[src/rtl/cpu_bus_lsu.sv]
// Load/store unit bridging a single-request core port to a classic bus.
// Handles lane steering, misalignment traps, bus errors and ack timeout.
module cpu_bus_lsu #(
    parameter int ADDR_W  = 32,
    parameter int DATA_W  = 32,
    parameter int TIMEOUT = 255
) (
    input  logic              clk,
    input  logic              rst_ni,
    input  logic              req_valid,
    output logic              req_ready,
    input  logic              req_we,
    input  logic [1:0]        req_size,
    input  logic              req_signed,
    input  logic [ADDR_W-1:0] req_addr,
    input  logic [DATA_W-1:0] req_wdata,
    output logic              resp_valid,
    output logic [DATA_W-1:0] resp_rdata,
    output logic              resp_err,
    output logic              cyc_o,
    output logic              stb_o,
    output logic              we_o,
    output logic [ADDR_W-1:0] adr_o,
    output logic [DATA_W-1:0] dat_o,
    output logic [DATA_W/8-1:0] sel_o,
    input  logic [DATA_W-1:0] dat_i,
    input  logic              ack_i,
    input  logic              err_i
);

    localparam int NB    = DATA_W / 8;
    localparam int OFF_W = $clog2(NB);
    localparam int CNT_W = (TIMEOUT > 1) ? $clog2(TIMEOUT + 1) : 1;
    localparam logic [CNT_W-1:0] TO_LAST = CNT_W'(TIMEOUT - 1);

    typedef enum logic [1:0] {IDLE, BUS, RESP} state_t;

    state_t state, state_n;

    logic [CNT_W-1:0]  cnt;
    logic [ADDR_W-1:0] adr_r;
    logic [DATA_W-1:0] dat_r;
    logic [NB-1:0]     sel_r;
    logic [OFF_W-1:0]  off_r;
    logic [1:0]        size_r;
    logic              sgn_r;
    logic              we_r;
    logic              err_r;
    logic [DATA_W-1:0] rdata_r;

    logic [OFF_W-1:0]  off;
    logic              mis;
    logic [7:0]        mask8;
    logic [NB-1:0]     sel_n;
    logic [DATA_W-1:0] dat_n;
    logic [ADDR_W-1:0] adr_n;
    logic              tmo;

    logic [DATA_W-1:0] sh;
    logic [DATA_W-1:0] lmask;
    logic [DATA_W-1:0] ld;
    logic [6:0]        lw;
    logic              sbit;

    assign off = req_addr[OFF_W-1:0];

    always_comb begin
        mis   = 1'b0;
        mask8 = 8'h01;
        unique case (req_size)
            2'b00: begin
                mis   = 1'b0;
                mask8 = 8'h01;
            end
            2'b01: begin
                mis   = req_addr[0];
                mask8 = 8'h03;
            end
            2'b10: begin
                mis   = |req_addr[1:0];
                mask8 = 8'h0F;
            end
            default: begin
                mis   = (DATA_W == 32) || (|req_addr[2:0]);
                mask8 = 8'hFF;
            end
        endcase
    end

    assign sel_n = mask8[NB-1:0] << off;
    assign dat_n = req_wdata << {off, 3'b000};
    assign adr_n = {req_addr[ADDR_W-1:OFF_W], OFF_W'(0)};
    assign tmo   = (TIMEOUT != 0) && (cnt == TO_LAST);

    // Extract the addressed lane, then mask and extend to full width
    always_comb begin
        sh    = dat_i >> {off_r, 3'b000};
        lw    = 7'd8 << size_r;
        lmask = (DATA_W'(1) << lw) - DATA_W'(1);
        sbit  = 1'b0;
        unique case (size_r)
            2'b00:   sbit = sh[7];
            2'b01:   sbit = sh[15];
            2'b10:   sbit = sh[31];
            default: sbit = sh[DATA_W-1];
        endcase
        ld = (sh & lmask) | ((sgn_r && sbit) ? ~lmask : '0);
    end

    always_ff @(posedge clk or negedge rst_ni) begin
        if (!rst_ni) begin
            state   <= IDLE;
            cnt     <= '0;
            adr_r   <= '0;
            dat_r   <= '0;
            sel_r   <= '0;
            off_r   <= '0;
            size_r  <= '0;
            sgn_r   <= 1'b0;
            we_r    <= 1'b0;
            err_r   <= 1'b0;
            rdata_r <= '0;
        end else begin
            state <= state_n;
            unique case (state)
                IDLE: begin
                    if (req_valid) begin
                        adr_r   <= adr_n;
                        dat_r   <= dat_n;
                        sel_r   <= sel_n;
                        off_r   <= off;
                        size_r  <= req_size;
                        sgn_r   <= req_signed;
                        we_r    <= req_we;
                        cnt     <= '0;
                        err_r   <= mis;
                        rdata_r <= '0;
                    end
                end
                BUS: begin
                    if (err_i) begin
                        err_r   <= 1'b1;
                        rdata_r <= '0;
                    end else if (ack_i) begin
                        err_r   <= 1'b0;
                        rdata_r <= we_r ? '0 : ld;
                    end else if (tmo) begin
                        err_r   <= 1'b1;
                        rdata_r <= '0;
                    end else begin
                        cnt <= cnt + 1'b1;
                    end
                end
                default: ;
            endcase
        end
    end

    always_comb begin
        state_n = state;
        unique case (state)
            IDLE: begin
                if (req_valid) state_n = mis ? RESP : BUS;
            end
            BUS: begin
                if (err_i || ack_i || tmo) state_n = RESP;
            end
            default: state_n = IDLE;
        endcase
    end

    always_comb begin
        req_ready  = (state == IDLE);
        cyc_o      = (state == BUS);
        stb_o      = (state == BUS);
        we_o       = (state == BUS) && we_r;
        resp_valid = (state == RESP);
        resp_err   = (state == RESP) && err_r;
        resp_rdata = (state == RESP) ? rdata_r : '0;
        adr_o      = adr_r;
        dat_o      = dat_r;
        sel_o      = sel_r;
    end

endmodule

[config.mk]
export PLATFORM = sky130hd
export DESIGN_NAME = cpu_bus_lsu
export DESIGN_NICKNAME = d
export VERILOG_FILES = /design/src/rtl/cpu_bus_lsu.sv
export SDC_FILE = /design/constraint.sdc
export NUM_CORES = 1
export LEC_CHECK = 0
export BUFFER_PORTS_ARGS = -buffer_cell sky130_fd_sc_hd__clkbuf_2
export CAP_MARGIN = 0
export CORE_ASPECT_RATIO = 0.6
export CORE_MARGIN = 5
export CORE_UTILIZATION = 30
export DETAILED_ROUTE_END_ITERATION = 10
export REMOVE_ABC_BUFFERS = 1
export SYNTH_ARGS = -nofsm -noshare
export SYNTH_HDL_FRONTEND = slang
export SYNTH_SLANG_ARGS = --single-unit
export TNS_END_PERCENT = 30
[constraint.sdc]
create_clock -name clk -period 3.25 [get_ports clk]
set_input_delay 0.65 -clock clk [delete_from_list [all_inputs] [get_ports clk]]
set_output_delay 0.65 -clock clk [all_outputs]
set_load 0.05 [all_outputs]
==> key figures <==
Worst setup path
  – Category of the worst setup path launch point: flip-flop
  – CP Data Arrival Time: approximately 1.8 ns
  – Start point of the critical path: state[1]
  – Worst Path Class, Setup: reg -> out
  – Worst reg2reg startpoint: off_r[0]
  – Worst EP required: 2.60 ns
  – Peak fanout along the critical path: 34
  – Critical Path End Type: output port

Synth
  – Number of synthesized flops with an enable pin: 0
  – Main flop type after synthesis: dfrtp_1
  – Post-synth top area cell: dfrtp_1
  – Sequential fraction of the synthesis area: ~50%
  – Cell area after synthesis: around 5800 um2
  – Distinct cell type count of the synthesized netlist: 47
  – Mean instance size in the synthesized netlist: approximately 9.3 um2
  – Yosys synthesis warning count: 0
  – Async SR Flop Fraction: 100%
  – Leading cell types by count after synthesis: nand2_1 (177), dfrtp_1 (115), and2_1 (35), mux2i_1 (34), o21ai_0 (29)
  – Largest cells by area after synthesis: dfrtp_1 (50%), nand2_1 (12%), mux2i_1 (5.9%), and2_1 (3.8%), mux2_2 (2.9%)
  – Most used standard cell by instance count after synthesis: nand2_1
  – Share of Yosys cell area claimed by the top area cell type: 50.0%
  – Flip-flop and latch count after synthesis: ~120
  – Cell count after synthesis: ~600

Final layout
  – Synth-to-layout area growth: 33.4%
  – Final core utilization: between 40% and 50%
  – Fillers: 1935
  – Nets@finish: 923
  – # diodes: 0
  – Number of non-filler instances in the completed layout: 1072
  – Fraction of final layout cells sized beyond drive strength 1: 33.8%

Timing
  – Worst-case hold slack: between 0.2 and 0.25 ns
  – Max Clock Freq: between 0.4 and 0.5 GHz
  – Tightest slew margin relative to the limit: between 40% and 50%
  – Fin crit share: about three quarters
  – Skew final: 0.0115 ns
  – Setup repair after global routing missed its margin: no
  – Post-route worst setup slack: 0.795 ns
  – Final number of setup-violating endpoints: 0
  – Measured slew at the worst slew-check pin: approximately 0.84 ns
  – Shortest clock period the worst path allows after layout: roughly 2.5 ns
  – Max-slew violation count: 0
  – Hold Vio Cnt, Final: 0

Floorplan
  – Ports: 211
  – Starting density of the core: between 30% and 40%
  – Height of the chip: approximately 120 um
  – Core area: approximately 19000 um2
  – Die ar.: around 22000 um2
  – Horiz. Die Dim: ~190 um
  – Row cnt: 39

Drt
  – Drt initial violations: around 230
  – Number of DRC violations after detailed routing: 0
  – Final antenna-violating net count: 0
  – Routed vias/inst: 4.78
  – Via count: ~5000
  – Wire length per cell: 16.0 um
  – Routed wire length: ~17000 um
  – Number of iterations in the first detailed-routing pass: 4

Place
  – Port-buffer cells: roughly 210
  – Final weighted congestion of routability-driven global placement: 0.828
  – Number of placed instances with taps included: 1040
  – Pre-CTS worst setup slack: around 0.95 ns
  – Dpl hpwl: between 10000 and 15000 um

Clock network
  – Count of hold buffers inserted by post-cts repair: 0
  – Clk root buf: clkbuf_16
  – Total clock sinks: ~120
  – CTS tree: built
  – Maximum count of clock buffers along a single path: 2
  – Number of CTS-inserted buffers: 17
  – Register clock-pin slew on the reported worst setup and hold paths: 0.05 ns
  – Buffers inserted by post-CTS timing repair: 0
  – Clock latency at the later pin of the worst-skew pair: 0.41 ns
  – Post-CTS resize count: 0
  – Depth of the CTS H-tree: 4

GRT
  – Global route overflow: 0
  – Largest net degree at the start of global routing: a little under 60
  – Antenna violations before repair: 1
  – All-Layer GR Usage: 15.3%
  – Via count of the first global-routing pass: 4894
  – Global-route wire length before repair: 26800 um

Power
  – PwrDens: a little over 1000 nW/um2
  – Static power due to leakage: about 4.0 nW
  – Power consumption: 7.76 mW
  – Worst voltage drop across the vdd grid: approximately 0.36 mV

Run
  – Max Cap Violations: 0

Hold path
  – Class of the most critical hold timing path: in -> async

Outcome
  – Outcome: completed
flip-flops by register name, indices dropped and copies added, names as in the netlist, 2 cells and up:
register and cells:
dat_o 32, state 2, rdata_r 32, size_r 2, adr_o 30, cnt 8
off_r 2, sel_o 4
stage by stage:
| step | TNS, ns | area [um2] |
|---|---|---|
| 2_1_floorplan | -0.829 | 5570 |
| 3_3_place_gp | 0 | 7050 |
| 3_5_place_dp | 0 | 7050 |
| 4_1_cts | 0 | 7680 |
| 5_1_grt | 0 | 7680 |
| 6_report | 0 | 7680 |
critical path: stages (launching register included):
cell and delay (ns):
dfrtp_1 0.41, nor2b_2 0.16, buf_4 0.28, and2_1 0.25, clkbuf_2 0.30
layer usage:
| layer | GRT usage (%) | part of all wire [%] |
|---|---|---|
| met1 | 22.4 | 50 |
| met3 | 5.54 | 7.7 |
| met2 | 21.4 | 42 |
| met4 | 4.12 | 0.96 |
| met5 | 0 | 0.082 |
final timing paths:
check	to	slack [ns]	depth (start not counted)
setup / recovery	resp_err	0.79	4
hold / removal	dat_o[14]	0.23	1
setup reg to reg	rdata_r[31]	0.93	5
hold reg to reg	dat_o[6]	0.47	2
max in group asynchronous	adr_o[3]	2.31	2
min in group clk	adr_o[9]	0.43	3
where the power goes:
part | switching [mW] | total, mW | internal (mW) | leakage, nW
combinational | 2.64 | 3.52 | 0.873 | 2.24
sequential | 0.340 | 2.25 | 1.91 | 1.50
clock | 0.692 | 1.99 | 1.30 | 0.287
final cells by class:
cell class / count / area (um2) / share of cell area [%]
Clock buffer: 19 / 443 / 5.77
Tap cell: 246 / 308 / 4.01
Multi-Input combinational cell: 452 / 2680 / 35.0
Clock inverter: 13 / 184 / 2.40
Timing Repair Buffer: 219 / 1150 / 15.0
Inverter: 8 / 30.0 / 0.391
Sequential cell: 115 / 2880 / 37.5
cell families after synthesis:
family | count (synthesis) | share of synthesized area, %
buf+inv | 51 | 3.76
other cells | 1 | 0.0652
xor+xnor | 7 | 1.07
fa+ha+maj | 5 | 1.09
simple gates | 273 | 20.7
compound gates | 116 | 14.5
mux | 49 | 8.85
flops | 115 | 50.0
placed cells by master, fill, tap and decap left out, types with 4 or more instances in the layout:
master / Yosys / layout
clkbuf_2: 0 / 207
nand2_1: 177 / 176
dfrtp_1: 115 / 115
and2_1: 35 / 34
mux2i_1: 34 / 34
o21ai_0: 29 / 29
nor2_1: 27 / 27
a21oi_1: 21 / 21
clkbuf_16: 0 / 17
mux2_2: 15 / 15
a221o_1: 15 / 15
a22o_1: 14 / 14
nand3_1: 12 / 12
buf_4: 4 / 10
o211ai_1: 9 / 9
o31ai_1: 9 / 9
inv_1: 6 / 6
clkinvlp_4: 0 / 6
nor3_1: 6 / 5
ha_1: 5 / 5
xor2_1: 4 / 4
a211oi_1: 4 / 4
bufinv_16: 0 / 4
(Power assumes the default switching activity.)
